--- src/rtl/mem_pkg.sv ---
// Shared definitions for the main-memory responder: default widths,
// responder FSM state type and statistics counter sizing.
package mem_pkg;

    localparam int DEFAULT_ADDR_W = 5;
    localparam int DEFAULT_DATA_W = 3;

    localparam int CNT_W = 8;
    localparam logic [CNT_W-1:0] CNT_MAX = '1;

    typedef enum logic [1:0] {
        IDLE = 2'd0,
        WAIT = 2'd1,
        RESP = 2'd2
    } resp_state_t;

    // Saturating increment used by the statistics counters.
    function automatic logic [CNT_W-1:0] sat_inc(input logic [CNT_W-1:0] value);
        return (value == CNT_MAX) ? value : value + 1'b1;
    endfunction

endpackage

--- src/rtl/mem_bank.sv ---
// Register-array backing store: synchronous write, asynchronous read, and a
// reset that reloads every word with the low bits of its own address.
module mem_bank
    import mem_pkg::*;
#(
    parameter int ADDR_W = DEFAULT_ADDR_W,
    parameter int DATA_W = DEFAULT_DATA_W
) (
    input  logic              clk,
    input  logic              srst,
    input  logic              wr_en,
    input  logic [ADDR_W-1:0] wr_addr,
    input  logic [DATA_W-1:0] wr_data,
    input  logic [ADDR_W-1:0] rd_addr,
    output logic [DATA_W-1:0] rd_data
);

    localparam int DEPTH = 1 << ADDR_W;

    logic [DEPTH-1:0][DATA_W-1:0] words;

    generate
        for (genvar gi = 0; gi < DEPTH; gi++) begin : g_word
            localparam logic [ADDR_W-1:0] WORD_ADDR = ADDR_W'(gi);
            localparam logic [DATA_W-1:0] INIT_VAL  = DATA_W'(gi);

            logic [DATA_W-1:0] word_reg;

            always_ff @(posedge clk) begin
                if (srst) begin
                    word_reg <= INIT_VAL;
                end else if (wr_en && (wr_addr == WORD_ADDR)) begin
                    word_reg <= wr_data;
                end
            end

            assign words[gi] = word_reg;
        end
    endgenerate

    assign rd_data = words[rd_addr];

endmodule

--- src/rtl/main_memory_responder.sv ---
// Main memory responder: one outstanding fill/writeback request, fixed latency,
// single-cycle response pulse. Optional statistics via MAIN_MEM_STATS_EN.
module main_memory_responder
    import mem_pkg::*;
#(
    parameter int ADDR_W  = DEFAULT_ADDR_W,
    parameter int DATA_W  = DEFAULT_DATA_W,
    parameter int LATENCY = 2
) (
    input  logic              clock,
    input  logic              reset,
    input  logic              req_valid,
    output logic              req_ready,
    input  logic              req_write,
    input  logic [ADDR_W-1:0] req_addr,
    input  logic [DATA_W-1:0] req_wdata,
    output logic              resp_valid,
    output logic [DATA_W-1:0] resp_rdata,
    output logic [CNT_W-1:0]  rd_count,
    output logic [CNT_W-1:0]  wr_count
);

    localparam logic [3:0] LAT_M1       = 4'(LATENCY - 1);
    localparam bit         SINGLE_CYCLE = (LATENCY == 1);

    resp_state_t       state_reg;
    logic [3:0]        count_reg;
    logic              write_reg;
    logic [ADDR_W-1:0] addr_reg;
    logic [DATA_W-1:0] wdata_reg;
    logic              req_ready_reg;
    logic              resp_valid_reg;
    logic [DATA_W-1:0] resp_rdata_reg;

    logic              accept;
    logic              enter_resp;
    logic              cur_write;
    logic [ADDR_W-1:0] cur_addr;
    logic [DATA_W-1:0] cur_wdata;
    logic [DATA_W-1:0] mem_rdata;

    assign accept     = (state_reg == IDLE) && req_valid;
    assign enter_resp = (accept && SINGLE_CYCLE) ||
                        ((state_reg == WAIT) && (count_reg == 4'd1));

    // With a one-cycle latency the response is formed on the acceptance edge,
    // so the live request fields must be used instead of the latched copy.
    assign cur_write = (state_reg == IDLE) ? req_write : write_reg;
    assign cur_addr  = (state_reg == IDLE) ? req_addr  : addr_reg;
    assign cur_wdata = (state_reg == IDLE) ? req_wdata : wdata_reg;

    mem_bank #(
        .ADDR_W (ADDR_W),
        .DATA_W (DATA_W)
    ) u_mem_bank (
        .clk     (clock),
        .srst    (reset),
        .wr_en   (enter_resp && cur_write),
        .wr_addr (cur_addr),
        .wr_data (cur_wdata),
        .rd_addr (cur_addr),
        .rd_data (mem_rdata)
    );

    always_ff @(posedge clock) begin
        if (reset) begin
            state_reg      <= IDLE;
            count_reg      <= 4'd0;
            write_reg      <= 1'b0;
            addr_reg       <= '0;
            wdata_reg      <= '0;
            req_ready_reg  <= 1'b1;
            resp_valid_reg <= 1'b0;
            resp_rdata_reg <= '0;
        end else begin
            resp_valid_reg <= 1'b0;
            case (state_reg)
                IDLE: begin
                    if (accept) begin
                        write_reg     <= req_write;
                        addr_reg      <= req_addr;
                        wdata_reg     <= req_wdata;
                        count_reg     <= LAT_M1;
                        req_ready_reg <= 1'b0;
                        if (SINGLE_CYCLE) begin
                            state_reg      <= RESP;
                            resp_valid_reg <= 1'b1;
                        end else begin
                            state_reg <= WAIT;
                        end
                    end
                end
                WAIT: begin
                    if (count_reg == 4'd1) begin
                        state_reg      <= RESP;
                        resp_valid_reg <= 1'b1;
                    end else begin
                        count_reg <= count_reg - 4'd1;
                    end
                end
                RESP: begin
                    state_reg     <= IDLE;
                    req_ready_reg <= 1'b1;
                end
                default: begin
                    state_reg     <= IDLE;
                    req_ready_reg <= 1'b1;
                end
            endcase
            if (enter_resp) begin
                resp_rdata_reg <= cur_write ? cur_wdata : mem_rdata;
            end
        end
    end

    assign req_ready  = req_ready_reg;
    assign resp_valid = resp_valid_reg;
    assign resp_rdata = resp_rdata_reg;

`ifdef MAIN_MEM_STATS_EN
    logic [CNT_W-1:0] rd_count_reg;
    logic [CNT_W-1:0] wr_count_reg;

    always_ff @(posedge clock) begin
        if (reset) begin
            rd_count_reg <= '0;
            wr_count_reg <= '0;
        end else if (accept) begin
            if (req_write) begin
                wr_count_reg <= sat_inc(wr_count_reg);
            end else begin
                rd_count_reg <= sat_inc(rd_count_reg);
            end
        end
    end

    assign rd_count = rd_count_reg;
    assign wr_count = wr_count_reg;
`else
    assign rd_count = '0;
    assign wr_count = '0;
`endif

endmodule

--- config.mk ---
export PLATFORM = sky130hd
export DESIGN_NAME = main_memory_responder
export DESIGN_NICKNAME = d
export VERILOG_FILES = /design/src/rtl/mem_pkg.sv /design/src/rtl/mem_bank.sv /design/src/rtl/main_memory_responder.sv
export SDC_FILE = /design/constraint.sdc
export NUM_CORES = 1
export LEC_CHECK = 0
export CAP_MARGIN = 15
export CORE_ASPECT_RATIO = 0.75
export CORE_UTILIZATION = 65
export CTS_BUF_LIST = sky130_fd_sc_hd__clkbuf_4
export DETAILED_ROUTE_END_ITERATION = 8
export PLACE_DENSITY = 0.95
export REMOVE_ABC_BUFFERS = 1
export SETUP_SLACK_MARGIN = 0.5
export SLEW_MARGIN = 20
export SYNTH_ARGS = -nofsm -noshare
export SYNTH_HDL_FRONTEND = slang
export SYNTH_SLANG_ARGS = --single-unit
--- constraint.sdc ---
create_clock -name clock -period 5.4 [get_ports clock]
set_clock_uncertainty 0.05 [all_clocks]
set_input_delay 1.08 -clock clock [delete_from_list [all_inputs] [get_ports clock]]
set_output_delay 1.08 -clock clock [all_outputs]
set_load 0.02 [all_outputs]
==> impl_metrics.json, run 1 <==
{
  "via_per_inst": 6.58,
  "clock_tree.root_cell": "clkbuf_4",
  "post_cts_buffers": 0,
  "clk_pin_slew_worst_paths_ps": 100,
  "syn_area_per_cell_um2": 8.58,
  "setup.worst_path.start": "req_addr[0]",
  "ios": 33,
  "setup_tns_ps": 0,
  "cts_num_sinks": 116,
  "floorplan.initialDensity": 0.689,
  "cts_buffers": 17,
  "route.detailed.drc": 0,
  "area_growth_pct": 5.56,
  "max_slew_margin": 0.450,
  "first_global_vias": 4686,
  "design.die.area_mm2": 0.00900,
  "drive_gt1_frac": 0.0848,
  "die_span_y_um": 82.4,
  "clock_insertion_delay_worst_skew_ps": 530,
  "power.ir.vdd_worst_v": 0.000341,
  "timing.critical_path.arrival_ps": 3690,
  "yosysSeqAreaShare": 0.414,
  "critPathMaxFanout": 45,
  "finalInstanceArea_mm2": 0.00591,
  "final_cell_count_no_fill": 765,
  "post_synthesis_cells": 653,
  "rsz0062_at_grt": "no",
  "fmax_mhz": 303,
  "post_synth_instance_area_mm2": 0.00560,
  "final_antenna_net_count": 0,
  "synth_top_area_frac": 0.414,
  "worstPathRequired_ps": 5780,
  "hold_slack_ps": 426,
  "placementRows": 28,
  "drt-pass1-iter-count": 5,
  "cts_tree": "yes",
  "globalplace.congestion": 1.00,
  "yosys_warnings": 0,
  "synth_largest_area_cell": "dfxtp_1",
  "cp-start-kind": "input pin",
  "h_tree_lvl_count": 4,
  "post-place-cells": 736,
  "finalCritPeriodShare": 0.611,
  "postCtsResizedCells": 0,
  "synth_top_cells_by_count": "dfxtp_1, nor2_1, nand2_1",
  "grt.total_usage": 0.341,
  "worstHoldPathType": "register to register",
  "grt_max_degree": 117,
  "placed_cell_area_mm2": 0.00569,
  "worstMarginPinSlew_ps": 825,
  "post_cts_hold_buffer_count": 0,
  "timing.hold.worst.start": "u_mem_bank.g_word[22].word_reg[1]$_SDFFE_PP1P_",
  "netlist_top_cells_area": "dfxtp_1, mux2i_1, nor2_1, a211o_1, nand2_1",
  "setup.worst_path.end_class": "register",
  "core_area_mm2": 0.00813,
  "grt_pass1_wl_mm": 23.0,
  "clock_path_buffers": 2,
  "maxCapViolations": 0,
  "crit-reg2reg-launch": "state_reg[1]$_SDFFE_PP0P_",
  "initialDrtViolationCount": 665,
  "die_w_um": 109,
  "finalSetupViolations": 0,
  "synth.most_common_cell": "dfxtp_1",
  "place.detailed.hpwl_mm": 9.51,
  "final_max_slew_viol_count": 0,
  "final_nets": 664,
  "globalRouteOverflowTotal": 0,
  "synth_edf_count": 0,
  "antenna_violations_before_repair": 0,
  "dr_total_vias": 5037,
  "yosys_register_bits": 116,
  "criticalPathCategory": "input pin to register",
  "portBuffers": 16,
  "async_flop_share": 0,
  "internal_reg_to_reg_setup_slack_ps": 2410,
  "synth_cell_types": 64,
  "timing.final.hold_violations": 0,
  "status": "completed",
  "total_leakage_power_uw": 0.00210,
  "power_density_mw_per_mm2": 291,
  "postSynth.topFlopCell": "dfxtp_1",
  "route.detailed.wl_per_inst_um": 18.9,
  "period_minus_slack_ps": 3300,
  "n_antenna_cell": 0,
  "largest_reg_flops": 96,
  "drt_wl_total_mm": 14.5,
  "filler_cell_count": 589
}
cell usage in the layout, fill, tap and decap left out, types with 4 or more instances in the layout:
cell / synthesis / final
mux2i_1: 43 / 39
clkbuf_4: 0 / 21
o221ai_1: 6 / 6
a211oi_1: 31 / 31
nor3_1: 19 / 19
o22ai_1: 6 / 6
mux2i_2: 0 / 4
nand3b_1: 10 / 10
dfxtp_1: 116 / 116
nor2_1: 113 / 113
conb_1: 1 / 16
nand3_1: 6 / 6
a31oi_1: 4 / 4
clkdlybuf4s50_1: 0 / 15
nand2_1: 64 / 64
a221oi_1: 5 / 5
buf_4: 20 / 8
o21ai_0: 20 / 20
or3_1: 7 / 7
or2_1: 5 / 5
a21oi_1: 35 / 35
a211o_1: 41 / 41
inv_1: 5 / 5
cell type report:
class                           instances  area [µm²]  area share
Clock buffer                           21         158      0.0267
Sequential cell                       116        2320       0.393
Clock inverter                          8        63.8      0.0108
Inverter                                5        18.8     0.00317
Timing Repair Buffer                   24         221      0.0374
Multi-Input combinational cell        486        3000       0.507
Tap cell                              105         131      0.0222
metal layers:
metal | GRT usage | vias to the layer above | wire, µm
met4 | 0.128 | 0 | 302
met2 | 0.537 | 318 | 6500
met1 | 0.433 | 2348 | 6000
met5 | 0 | - | 0
met3 | 0.122 | 50 | 1690
li1 | - | 2321 | -
path summary, 6_finish.rpt:
kind / endpoint / cells after the start
max: resp_rdata[1]$_SDFFE_PP0N_ / 7
min: u_mem_bank.g_word[22].word_reg[1]$_SDFFE_PP1P_ / 1
max reg2reg: u_mem_bank.g_word[8].word_reg[2]$_SDFFE_PP0P_ / 6
min reg2reg: u_mem_bank.g_word[22].word_reg[1]$_SDFFE_PP1P_ / 1
worst max-delay path, cell delays in order:
cell,delay [ps]
clkdlybuf4s50_1,480
or3b_1,500
nand2_8,370
mux2_1,360
a2111o_1,410
a211o_1,270
and3_1,180
metrics by stage:
step           power, µW  worst slack [ps]   util
6_report            1720              2100  0.728
5_1_grt             1780              2080  0.728
4_1_cts             1710              2170  0.727
3_5_place_dp        1190              1600  0.700
3_3_place_gp        1180              1650  0.700
2_1_floorplan       1080              2230      -
logic make-up (layout without fill, tap and decap cells):
family,count (synthesis),count (layout),synth area share
xor+xnor,2,2,0.00313
mux,47,47,0.0869
flops,116,116,0.414
buf+inv,66,58,0.0630
fa+ha+maj,2,2,0.00447
other cells,1,16,0.000669
compound gates,167,167,0.214
simple gates,252,252,0.213
power breakdown:
part / internal, µW / switching, µW / total, µW
Combinational: 93.5 / 207 / 301
Clock: 234 / 302 / 536
Sequential: 866 / 16.7 / 883
Note: power is estimated with default switching activity, not from simulation.
==> run 2: changes to the inputs <==
- CORE_UTILIZATION: 65 -> 62
- PLACE_DENSITY: 0.95 -> 0.92
- clock period: 5.4 -> 3.3 ns (I/O delays scaled with it)
==> impl_metrics.json, run 2 (synthesized netlist as in run 1, its figures left out) <==
{
  "setup_tns_ps": 0,
  "final_cell_count_no_fill": 790,
  "timing.critical_path.arrival_ps": 3130,
  "floorplan.initialDensity": 0.652,
  "post-place-cells": 752,
  "critical_path.top_delay_family": "simple AND/OR/NAND/NOR gates",
  "status": "finished, violations left",
  "cts_buffers": 17,
  "drt-pass1-iter-count": 8,
  "first_global_vias": 5017,
  "cell_internal_pwr_uw": 2370,
  "worst_path_max_delay_cell": "or3_1",
  "grt_max_degree": 80,
  "rsz0062_at_grt": "no",
  "route.detailed.wl_per_inst_um": 19.5,
  "final_antenna_net_count": 0,
  "cts_tree": "yes",
  "antenna_violations_before_repair": 0,
  "violations": "DRC",
  "via_per_inst": 6.57,
  "clock_insertion_delay_worst_skew_ps": 550,
  "portBuffers": 16,
  "cp-start-kind": "register",
  "globalRouteOverflowTotal": 0,
  "clock_tree.root_cell": "clkbuf_4",
  "finalSetupViolations": 0,
  "clk_pin_slew_worst_paths_ps": 100,
  "routed.top_layer": "met4",
  "dr_total_vias": 5188,
  "power.ir.vdd_worst_v": 0.000432,
  "place.detailed.hpwl_mm": 10.1,
  "timing.final.hold_violations": 0,
  "power.share.switching": 0.281,
  "netSwitchingPower_uw": 926,
  "worstPathRequired_ps": 3700,
  "critPathMaxFanout": 8,
  "drive_gt1_frac": 0.120,
  "maxCapViolations": 0,
  "final_nets": 683,
  "detail_route.wirelength.met1_mm": 6.47,
  "die_w_um": 112,
  "worstHoldPathType": "register to register",
  "setup.worst_path.end_class": "register",
  "max_slew_margin": 0.447,
  "core_area_mm2": 0.00860,
  "portion_of_total_power_attributed_to_the_clock_network": 0.394,
  "placementRows": 29,
  "wl_met2_mm": 6.87,
  "period_minus_slack_ps": 2730,
  "route.detailed.drc": 5,
  "timing.critical_path.cells": "ha_1, nor3b_4, nand3_2, or3_1, or3_1, a211o_1",
  "die_span_y_um": 84.3,
  "h_tree_lvl_count": 4,
  "largest_reg_flops": 96,
  "design.die.area_mm2": 0.00943,
  "n_antenna_cell": 0,
  "seqPwrFrac": 0.440,
  "ios": 33,
  "hold_slack_ps": 429,
  "grt_pass1_wl_mm": 24.8,
  "grt.total_usage": 0.339,
  "post-route-util": 0.725,
  "finalCritPeriodShare": 0.827,
  "initialDrtViolationCount": 604,
  "worstMarginPinSlew_ps": 830,
  "mostFrequentLayoutCells": "dfxtp_1, nor2_1, nand2_1",
  "final_max_slew_viol_count": 0,
  "area_growth_pct": 11.2,
  "layout_setup_ws_ps": 570,
  "comb_power_share": 0.167,
  "criticalPathCategory": "register to register",
  "met3WireLength_mm": 1.54,
  "preCtsSetupSlack_ps": 2.07,
  "fmax_mhz": 366,
  "cts_num_sinks": 116,
  "max_stage_delay_ps": 530,
  "worst-path-buf-inv": 0,
  "drt_wl_total_mm": 15.4,
  "worst_path_most_repeated_cell": "or3_1",
  "layout.cells.most_common": "dfxtp_1",
  "clock_path_buffers": 2,
  "globalplace.congestion": 0.949,
  "total_leakage_power_uw": 0.00226,
  "power_density_mw_per_mm2": 528
}
## run 2: per-layer routing
layer  GRT usage  vias up
met5           0        -
met4       0.184        0
met3       0.110       58
met2       0.515      310
met1       0.430     2464
li1            -     2356
## run 2: metrics by stage
stage	instance area, µm²	total power (µW)
after floorplan	5330	1770
after global placement	5800	1960
after detailed placement	5800	1980
after CTS	6210	3260
after global routing	6230	3390
final	6230	3290
## run 2: path summary, 6_finish.rpt
kind | startpoint | end | slack [ps] | cells after the start
worst max-delay path | count_reg[0]$_SDFFE_PP0P_ | u_mem_bank.g_word[31].word_reg[2]$_SDFFE_PP1P_ | 570 | 6
worst min-delay path | u_mem_bank.g_word[7].word_reg[0]$_SDFFE_PP1P_ | u_mem_bank.g_word[7].word_reg[0]$_SDFFE_PP1P_ | 430 | 1
worst max register to register | count_reg[0]$_SDFFE_PP0P_ | u_mem_bank.g_word[31].word_reg[2]$_SDFFE_PP1P_ | 570 | 6
worst min register to register | u_mem_bank.g_word[7].word_reg[0]$_SDFFE_PP1P_ | u_mem_bank.g_word[7].word_reg[0]$_SDFFE_PP1P_ | 430 | 1
## run 2: what timing repair did
action | in CTS | in global routing
pin swaps | 1 | 0
endpoints found under the setup margin | 4 | 11
resized for setup | 1 | 7
hold buffers | 0 | 0
buffers inserted | 6 | 0
## run 2: layout make-up
class,count,area [µm²]
Multi-Input combinational cell,486,3030
Tap cell,108,135
Timing Repair Buffer,43,373
Clock inverter,13,211
Inverter,5,18.8
Sequential cell,116,2320
Fill cell,613,2370
Clock buffer,19,143
## run 2: power by group through the flow
stage / logic, µW / registers, µW / clock network (µW)
final: 548 / 1450 / 1300
after global routing: 582 / 1450 / 1350
after CTS: 524 / 1440 / 1290
after detailed placement: 502 / 1480 / 0
after global placement: 489 / 1470 / 0
after floorplan: 297 / 1470 / 0
